File: src/rtl/serial_pkg.sv
// Shared definitions for the serial word collector and the upstream shift-register control.
package serial_pkg;

  localparam int WORD_W = 16;
  localparam int CNT_W  = 5;

  localparam logic DIR_LSB_FIRST = 1'b1;
  localparam logic DIR_MSB_FIRST = 1'b0;

  typedef enum logic {
    IDLE    = 1'b0,
    COLLECT = 1'b1
  } collector_state_t;

endpackage

File: src/rtl/serial_bit_assembler.sv
// Shifts serial bits into a word, counts them and flags the cycle on which the word completes.
module serial_bit_assembler
  import serial_pkg::*;
#(
  parameter int WORD_W = serial_pkg::WORD_W,
  parameter int CNT_W  = serial_pkg::CNT_W
) (
  input  logic              clk,
  input  logic              reset,
  input  logic              bit_in,
  input  logic              bit_valid,
  input  logic              lsb_first,
  input  logic              frame_abort,
  output logic [CNT_W-1:0]  bit_count,
  output logic              word_done,
  output logic [WORD_W-1:0] word_data
);

  collector_state_t  state_q;
  logic [WORD_W-1:0] sreg_q;
  logic [CNT_W-1:0]  cnt_q;
  logic              dir_q;

  function automatic logic [WORD_W-1:0] shift_in(input logic [WORD_W-1:0] s,
                                                 input logic b, input logic dir);
    return (dir == DIR_LSB_FIRST) ? {b, s[WORD_W-1:1]} : {s[WORD_W-2:0], b};
  endfunction

  // The final bit is merged combinationally so the top can register the full word on the same edge.
  assign word_done = bit_valid && !frame_abort && (state_q == COLLECT)
                     && (cnt_q == CNT_W'(WORD_W - 1));
  assign word_data = shift_in(sreg_q, bit_in, dir_q);
  assign bit_count = cnt_q;

  always_ff @(posedge clk) begin
    if (reset) begin
      state_q <= IDLE;
      sreg_q  <= '0;
      cnt_q   <= '0;
      dir_q   <= DIR_LSB_FIRST;
    end else if (frame_abort) begin
      state_q <= IDLE;
      sreg_q  <= '0;
      cnt_q   <= '0;
    end else if (bit_valid) begin
      case (state_q)
        IDLE: begin
          dir_q   <= lsb_first;
          sreg_q  <= shift_in(sreg_q, bit_in, lsb_first);
          cnt_q   <= CNT_W'(1);
          state_q <= COLLECT;
        end
        COLLECT: begin
          sreg_q <= shift_in(sreg_q, bit_in, dir_q);
          if (cnt_q == CNT_W'(WORD_W - 1)) begin
            cnt_q   <= '0;
            state_q <= IDLE;
          end else begin
            cnt_q <= cnt_q + CNT_W'(1);
          end
        end
        default: state_q <= IDLE;
      endcase
    end
  end

endmodule

File: src/rtl/serial_word_collector.sv
// Collects serial bits into words and offers them on a one-entry valid/ready buffer with overrun detection.
module serial_word_collector
  import serial_pkg::*;
#(
  parameter int WORD_W = serial_pkg::WORD_W,
  parameter int CNT_W  = serial_pkg::CNT_W
) (
  input  logic              clk,
  input  logic              reset,
  input  logic              bit_in,
  input  logic              bit_valid,
  input  logic              lsb_first,
  input  logic              frame_abort,
  output logic [WORD_W-1:0] word_out,
  output logic              word_valid,
  input  logic              word_ready,
  output logic [CNT_W-1:0]  bit_count,
  output logic              busy,
  output logic              overrun,
  input  logic              overrun_clr
);

  logic              word_done;
  logic [WORD_W-1:0] word_data;
  logic [WORD_W-1:0] word_q;
  logic              valid_q;
  logic              overrun_q;
  logic              buf_free;

  serial_bit_assembler #(
    .WORD_W (WORD_W),
    .CNT_W  (CNT_W)
  ) u_assembler (
    .clk         (clk),
    .reset       (reset),
    .bit_in      (bit_in),
    .bit_valid   (bit_valid),
    .lsb_first   (lsb_first),
    .frame_abort (frame_abort),
    .bit_count   (bit_count),
    .word_done   (word_done),
    .word_data   (word_data)
  );

  // A handshake on the completion cycle frees the slot in time for the new word.
  assign buf_free = !valid_q || word_ready;

  always_ff @(posedge clk) begin
    if (reset) begin
      word_q    <= '0;
      valid_q   <= 1'b0;
      overrun_q <= 1'b0;
    end else begin
      if (word_done && buf_free) begin
        word_q  <= word_data;
        valid_q <= 1'b1;
      end else if (valid_q && word_ready) begin
        valid_q <= 1'b0;
      end

      if (word_done && !buf_free) begin
        overrun_q <= 1'b1;
      end else if (overrun_clr) begin
        overrun_q <= 1'b0;
      end
    end
  end

  assign word_out   = word_q;
  assign word_valid = valid_q;
  assign overrun    = overrun_q;
  assign busy       = (bit_count != '0);

endmodule

File: config.mk
export PLATFORM = sky130hd
export DESIGN_NAME = serial_word_collector
export DESIGN_NICKNAME = d
export VERILOG_FILES = /design/src/rtl/serial_pkg.sv /design/src/rtl/serial_bit_assembler.sv /design/src/rtl/serial_word_collector.sv
export SDC_FILE = /design/constraint.sdc
export NUM_CORES = 1
export LEC_CHECK = 0
export CAP_MARGIN = 25
export CORE_MARGIN = 5
export CORE_UTILIZATION = 25
export DETAILED_ROUTE_END_ITERATION = 10
export PLACE_DENSITY = 0.4
export SYNTH_ARGS = -nofsm -noshare
export SYNTH_HDL_FRONTEND = slang
export SYNTH_SLANG_ARGS = --single-unit
File: constraint.sdc
create_clock -name clk -period 2 [get_ports clk]
set_input_delay 0.2 -clock clk [delete_from_list [all_inputs] [get_ports clk]]
set_output_delay 0.2 -clock clk [all_outputs]
set_load 0.005 [all_outputs]
Word level (Yosys, flattened, before mapping) --
Index checks and enable logic that the tools add are counted.
Storage, ports and cells: bits in read-only memories 0, output and inout port bits 24, latch bits 0, memories 0, bits in registers 41, memory bits (writable) 0
Operators by class: bitwise gates (word level) 2, add/sub/neg operators 1, $lt $le $gt $ge 0, $mul 0, mux-type cells 11, div/mod/pow operators 0, eq/ne operators 1, shifts and indexed selects 0, reduce and logical (&&, ||, !) cells 15
Operator list (number):
- $mux W16 | 2
- $pmux W16 S2 | 1
- $pmux W5 S2 | 1
- $logic_and A1 B1 Y1 | 6
- $add A5 B1 Y5 const B | 1
- $eq A5 B4 Y1 const B | 1
- $mux W1 | 5
- $mux W5 | 1
- $reduce_bool A5 Y1 | 1
- $reduce_bool A2 Y1 | 2
- $logic_not A1 Y1 | 3
- $reduce_and A3 Y1 | 1
- $not A1 Y1 | 2
- $pmux W1 S2 | 1
- $reduce_or A2 Y1 | 1
- $logic_or A1 B1 Y1 | 1

Logic depth before layout (Yosys ltp) --
Gate-level depths: netlist of run 1.
depth after elaboration 6, depth in mapped cells 7, mapped depth without buffers 4

Modules after synthesis --
From an unflattened synthesis of run 1, not the netlist that was laid out.
Second synthesis, totals: cell total of the unflattened synthesis 228, area, all modules 2052.0 um^2
Modules (own cells, without submodules):
- serial_bit_assembler | cells each 147, seq. area each 460.4 um^2, area each 1231.2 um^2, instances 1
- serial_word_collector | cells each 81, seq. area each 360.3 um^2, area each 820.8 um^2, instances 1

Least setup slack after synthesis of run 1 --
OpenSTA, ideal clock, no wires.
path type register to register, from register u_assembler.cnt_q[0], in the netlist u_assembler.bit_count[0], to register word_q[10], in the netlist word_out[10], setup slack 0.443 ns, period minus slack after synthesis 1.557 ns, stages on the path, launching flop included 8, arrival time 1.413 ns, buffers on the path 3, data required time 1.857 ns, cell sequence dfxtp_1 > ha_1 > and3_1 > buf_2 > and3_4 > buf_6 > buf_6 > a211oi_2
On the way: cells in the longest elaborated chain, start to end 3
RTL lines:
- from (decl) | RTL line serial_bit_assembler.sv:21 | logic [CNT_W-1:0] cnt_q;
- from (signal assigned) | RTL line serial_bit_assembler.sv:59 | cnt_q <= cnt_q + CNT_W'(1);
- $eq A5 B4 Y1 | RTL line serial_bit_assembler.sv:31 | && (cnt_q == CNT_W'(WORD_W - 1));
- $logic_and A1 B1 Y1 | RTL line serial_bit_assembler.sv:31
- $logic_and A1 B1 Y1 | RTL line serial_word_collector.sv:54 | if (word_done && buf_free) begin
- to (signal assigned) | RTL line serial_word_collector.sv:55 | word_q <= word_data;
- to (decl) | RTL line serial_word_collector.sv:25 | logic [WORD_W-1:0] word_q;
No other way between the ends. A chain may end at the register's enable or synchronous reset.

Worst setup path in the final report of run 1 --
from register u_assembler.cnt_q[0], in the netlist u_assembler.bit_count[0], to output port busy
On the way: cells in the longest elaborated chain, start to end 1
RTL lines:
- $reduce_bool A5 Y1 | RTL line serial_word_collector.sv:72 | assign busy = (bit_count != '0);
- to (decl) | RTL line serial_word_collector.sv:18 | output logic busy,
No other way between the ends.

==> results.txt, run 1 <==
The run finished with clean final reports. The cell area after synthesis is 1980 µm². The number of failing hold endpoints at the final stage is 0. The post-layout minimum cycle time came out at 1.86 ns. The transition time at the pin with the least slew margin is 0.325 ns. The terminus of the critical flop-to-flop path is word_out[14]. The utilization after layout came out at 32.2%.

The number of pins with negative max-slew slack in the final report came out at 0. The total length of routed wires is 5.32 mm. The post-route antenna net violation count is 0.

The core region area is 7730 µm². Once the floorplan was initialized, standard cells occupied 25.6% of the core. The number of setup violations in the final report is 0. The synthesized design devotes to its leading area cell type 41.5% of total area. After synthesis, the cell types taking the most area are dfxtp_1 (41%), a31oi_1 (10%), mux2i_1 (8.1%). Synthesis produced 220 cells. Setup repair after global routing left no endpoint under its margin.

The startpoint type of the worst setup path is a flop. The number of buffers created by CTS is 5. After global routing the overflow that remains totals 0. The floorplan step defined a die boundary enclosing 9790 µm².

The die outline width is 99.0 µm. The share of post-route cells with drive strength above 1 is 14.7%. The relative max-transition margin is 78.3%. The most critical setup path has its endpoint at busy. The number of buffers added on ports came out at 31. The number of antenna violations at the first check in global routing came out at 0. The number of inserted filler cells in the final layout is 820.

The post-route worst setup slack is 0.138 ns. Timing would allow up to 0.537 GHz. The fraction of the yosys area taken by sequential cells is 41.5%. The net count of the finished layout came out at 261. The synthesized design contains 41 register bits.

In this run the count of I/O pins placed on the die edge is 32. By startpoint and endpoint, the worst setup path is classified as flop to output pin. The register-to-register setup slack is 0.43 ns. The peak fanout along the critical path is 6.

The beginning of the critical path is u_assembler.bit_count[0]. The launching point of the worst reg2reg path is u_assembler.bit_count[0]. The netlist uses 34 different library cells.

Global routing consumed, over all layers together, 11.1% of the routing resources. The final-layout setup total negative slack is 0 ns. The CTS tree is yes.

The worst slack at placement came out at 0.195 ns. The detail-routed via count per cell came out at 4.85. The class of the most critical hold timing path is flop to flop. The H-tree was split into 2 levels.

The leakage power of the design is 0.859 nW. With fillers left out, the area of the finished cells amounts to 2480 µm². The average instance area after synthesis is 8.99 µm².

Dividing total power by cell area gives a power density of 621 nW/µm². The average wire per standard cell came out at 15.1 µm. For this block, the via count after detailed routing is 1712. In this run the most critical hold path is launched from u_assembler.sreg_q[0]. STA classifies the critical path endpoint as an output pin.

The clock transition time at the flip-flop clock pins of the worst setup and hold paths is 0.08 ns. The number of buffers added for setup after CTS is 0. The placement row count is 32. The last weighted congestion value of the routability-driven placer is 0.690. Once placement finished, the instance area stood at 2400 µm². Counting along the longest clock path gives a buffer depth of 2. For this run, the number of Yosys warnings is 0. The floorplan step set the die height to 99.0 µm. The most area-hungry cell type in the Yosys netlist is dfxtp_1.

Counting cells, the worst reg-to-reg path comes to 5. The maximum number of pins on one net before global-route repair is 40. The buffer cell driving the clock tree root is clkbuf_8. The count of unresolved DRC violations after routing came out at 0. The number of global-route vias before repair is 1717.

The post-synthesis net count is 230. The area growth from synthesis to layout is 25.6%. The portion of the clock cycle consumed by the worst path in the final layout is 93.1%. The first global-routing pass estimated 9.00 mm of wire. The data required time of the worst path is 1.80 ns. Across the run, the number of max-cap violations was 0.

The repair_antennas step left the layout with diodes totalling 0. The critical path arrival came out at 1.66 ns. Across the routed clock network, the largest skew measured is 0.00869 ns. The number of clock sinks is 41. The half-perimeter wire length of the detailed placement result came out at 3.60 mm. The clock latency on the worst-skew pair came out at 0.29 ns. The total iterations of the first detailed-routing run came out at 4.

The DRC violation total after the first TritonRoute iteration came out at 57. Across the VDD grid, the largest voltage drop is 0.257 mV.
[layout make-up]
type	count	area, µm²	area share, %
well taps	102	128	5.14
flip-flops and latches	41	823	33.1
repair buffers	44	407	16.4
multi-input cells	155	1030	41.3
clock buffers	7	86.3	3.47
inverters	4	15.0	0.604
[worst min-delay path by stage]
| stage | endpoint | slack, ns | cells past startpoint |
|---|---|---|---|
| global route | overrun | 0.52 | 2 |
| CTS | u_assembler.sreg_q[14] | 0.50 | 2 |
| global placement | u_assembler.sreg_q[14] | 0.48 | 2 |
| floorplan | u_assembler.dir_q | 0.32 | 1 |
| detailed placement | u_assembler.sreg_q[14] | 0.48 | 2 |
| finish | u_assembler.sreg_q[1] | 0.50 | 2 |
[registers in the layout (all words and copies together) (netlist names)]
signal,count
overrun,1
u_assembler.bit_count,5
u_assembler.dir_q,1
u_assembler.sreg_q,16
u_assembler.state_q,1
word_out,16
word_valid,1
[worst max-delay path, cell delays in order (launching register included)]
cell,delay [ns]
dfxtp_2,0.35
inv_1,0.06
ha_1,0.12
or4b_2,0.56
dlygate4sd2_1,0.28
[placed cells by master, fill, tap and decap left out, types with 2 or more instances in the layout]
cell type and instances:
o21ai_0 18, nand3_1 3, buf_4 13, dfxtp_2 2
a211oi_2 10, clkdlybuf4s50_1 30, nor2_1 7, mux2i_1 16
ha_1 2, dfxtp_1 39, inv_1 4, clkbuf_8 6
nand2_1 36, a31oi_1 33, a211oi_1 6, nor2b_1 3
a21oi_1 4
[cell families (layout without fill, tap and decap cells)]
kind of cell | count (synthesis) | after routing | share of synthesized area [%]
compound gates | 76 | 76 | 26.7
simple gates | 59 | 59 | 14.5
flops | 41 | 41 | 41.5
buf+inv | 24 | 55 | 6.64
mux | 18 | 18 | 9.36
fa+ha+maj | 2 | 2 | 1.26
[where the power goes]
group	leakage, nW	switching, mW	internal [mW]	total, mW
sequential	0.333	0.0199	0.830	0.850
combinational	0.481	0.0821	0.0608	0.143
clock	0.0443	0.276	0.274	0.551
[cell usage after synthesis]
cell type	instances
nor2_1	7
nand2b_1	1
nor2b_1	3
o21ai_0	18
and3_1	1
mux2i_1	16
or3_1	1
buf_6	4
nand2_1	36
a211oi_2	10
nor4bb_4	1
a31oi_1	33
o31ai_1	1
and2_1	1
o2111ai_1	1
a32oi_1	1
inv_1	4
or2_2	1
nand3b_1	1
buf_1	1
clkbuf_1	6
mux2i_2	1
a21oi_1	4
ha_1	2
nor3b_1	1
mux2_2	1
and3_4	1
a211o_1	1
buf_2	9
o211ai_1	1
dfxtp_1	41
nand3_1	3
or4b_2	1
a211oi_1	6
[through the flow]
step | cells | hold WS [ns] | total power [mW]
after floorplan | 220 | 0.318 | 0.962
after global placement | 346 | 0.478 | 1.02
after detailed placement | 346 | 0.482 | 1.02
after CTS | 353 | 0.501 | 1.57
after global routing | 353 | 0.521 | 1.62
final | 353 | 0.497 | 1.54
[metal layers]
layer | GRT usage (%) | up-vias | wire length (µm) | part of all wire, %
met2 | 18.4 | 30 | 2460 | 46
met4 | 2.21 | 0 | 0 | 0
met1 | 14.7 | 814 | 2670 | 50
li1 | - | 868 | - | -
met5 | 0 | - | 0 | 0
met3 | 2.62 | 0 | 191 | 3.6
[what timing repair did]
| action | 4_1_cts | 5_1_grt |
|---|---|---|
| hold buffers | 0 | 0 |
| endpoints found under the setup margin | 1 | 0 |
| resized for setup | 3 | 0 |
No activity file was read; power rests on OpenSTA's default activity.
==> run 2: changes to the inputs <==
- PLACE_DENSITY: 0.4 -> 0.42
- clock period: 2 -> 1.6 ns (I/O delays scaled with it)
==> results.txt, run 2 (same netlist as run 1, synthesis figures left out) <==
The tightest min-delay check is of the input port to flop type. The worst register-to-register path ends at word_out[0]. The repair_antennas step left the layout with diodes totalling 0. The residual overflow from global routing is 0. The tool flagged a number of max-cap violations equal to 0. The die outline width came out at 99.0 µm. The post-layout minimum cycle time came out at 1.53 ns. Once layout is complete, the utilization of the core stands at 33.7%.

The number of clock sinks came out at 41. The maximum clock insertion buffer count is 2. The overall die area is 9790 µm².

The number of antenna violations at the first check in global routing came to 0. Detailed placement finished with a half-perimeter wire length of 3.55 mm. Walking the worst path, the cells encountered are inv_2 -> ha_1 -> or4b_4 -> buf_6. The highest clock frequency the design can meet is 0.654 GHz. The number of buffers added on ports is 31.

The peak fanout along the critical path is 2. The count of unresolved DRC violations after routing is 0. The post-cts hold buffer count is 0. The relative max-transition margin is 76.4%. The library cell used most frequently in the layout, excluding fill and tap cells, is dfxtp_1.

The leakage power of the design is 0.921 nW. The number of pins with negative max-slew slack in the final report came out at 0. The final worst clock skew is 0.00556 ns. Relative to the synthesized area, the layout overhead comes to 31.7%.

The maximum VDD drop came out at 0.284 mV. The number of global-route vias before repair is 1755. Setup repair after global routing left no endpoint under its margin. The register-to-register setup slack came out at 0.09 ns. STA classifies the critical path startpoint as a flop. The largest incremental delay on the critical path is 0.45 ns. STA classifies the critical path endpoint as an output pin. The total length of routed wires is 5.43 mm.

The number of buffers added for setup after CTS came out at 0. Across all hold checks on the routed design, the worst slack comes to 0.466 ns. The DRC violation total after the first TritonRoute iteration is 70. The startpoint identified for the worst register-to-register timing path is u_assembler.bit_count[0]. The wire length of the first global-routing pass came out at 9.11 mm. In this run the core area contains 32 standard-cell rows. In this run the worst setup path begins at u_assembler.bit_count[0]. The transition time at the pin with the least slew margin came out at 0.353 ns. At the worst endpoint, the required time is 1.44 ns. The number of buffers created by CTS came out at 5. The number of top-level design ports is 32.

The detail-routed via count per cell came out at 4.87. The tree is rooted in a clkbuf_8. The portion of the clock cycle consumed by the worst path in the final layout is 95.5%.

TritonCTS built the clock tree. The library cell contributing the largest single delay on the critical path is or4b_4. Counting the fill cells in the layout gives 823. The average wire per standard cell came out at 15.0 µm. At the worst endpoint, the arrival time is 1.37 ns. The last weighted congestion value of the routability-driven placer came out at 0.804.

The power per unit of standard cell area is 753 nW/µm². After clock tree synthesis, the clock-pin slew on the worst setup and hold paths is 0.08 ns. The net count of the finished layout is 270. The starting density of the core is 25.6%. The core region area came out at 7730 µm². The count of nets left with antenna violations once routing finished came out at 0.

The via count came out at 1762. The number of failing hold endpoints at the final stage was 0. Global routing used 11.4% of the available tracks. The setup path with the least slack is of type flop to output pin. Clock latency on the worst-skew pair, taken at its later pin, is 0.29 ns. The number of setup violations in the final report came out at 0. The share of post-route cells with drive strength above 1 is 18.8%. The maximum number of pins on one net before global-route repair came out at 34. Before antenna repair, the detailed router went through 4 iterations.

The count of H-tree levels built during CTS came out at 2. Measured in cells, the most critical reg-to-reg path has a length of 5. The die height is 99.0 µm. The critical path ends at busy. The flow ran to the end, and the final reports show no timing, DRC or antenna violations. Leaving out fill and tap cells, the most frequent cells in the layout are dfxtp_1 (40), nand2_1 (36), a31oi_1 (32).
## run 2: changes by cell type in the layout (fill, tap and decap cells not counted), sizes merged
cell,delta
and3,+1
buf,+9
dlygate4sd2,-1
## run 2: metal layers
metal  GRT usage (%)  vias to the layer above  share of wire (%)  wire (µm)
li1                -                      888                  -          -
met2            16.8                       29                 46       2480
met4            3.89                        0               0.83         45
met1            15.8                      841                 49       2680
met5               0                        -                  0          0
met3            3.47                        4                4.0        217
## run 2: stage by stage
stage	cell area, µm²	setup TNS (ns)	instances	setup WS, ns	power [mW]
after global placement	2480	-0.768	354	-0.108	1.29
final	2610	0	362	0.0717	1.96
after detailed placement	2480	-1.47	354	-0.104	1.29
after CTS	2570	0	361	0.0269	2.01
after floorplan	1980	0	220	0.0434	1.20
after global routing	2610	0	362	0.000635	2.07
## run 2: repair_timing
item                       CTS  global route
resized for setup            6             8
gates cloned                 0             1
pin swaps                    0             7
setup endpoints to repair    1            18
## run 2: area by class of cell
type                    count  area, µm²  share of cell area [%]
multi-input cells         156       1050                    40.2
flip-flops and latches     41        822                    31.6
repair buffers             52        505                    19.4
well taps                 102        128                    4.90
clock buffers               7       86.3                    3.31
inverters                   4       15.0                   0.576
## run 2: worst min path at each step
stage | from | end | slack [ns] | cells after the start
after floorplan | lsb_first | u_assembler.dir_q | 0.28 | 1
after global placement | overrun | overrun | 0.47 | 2
after detailed placement | overrun | overrun | 0.49 | 2
after CTS | overrun_clr | overrun | 0.46 | 4
after global routing | overrun_clr | overrun | 0.51 | 4
final | overrun_clr | overrun | 0.47 | 4
## run 2: critical path: cells and delay by family, from the launching register on
kind	cells	cell delay, ns
buffers and inverters	2	0.17
adder cells (fa/ha/maj)	1	0.12
flip-flops	1	0.33
AND/OR/NAND/NOR	1	0.45
## run 2: power breakdown
part / switching (mW) / total [mW] / internal (mW)
combinational: 0.109 / 0.205 / 0.0957
sequential: 0.0246 / 1.06 / 1.04
clock: 0.350 / 0.693 / 0.343
==> run 3: changes to the inputs <==
- ABC_CLOCK_PERIOD_IN_PS: unset -> 1600
==> results of run 3 <==
The final DEF is identical to that of run 2; final timing and power are the same.
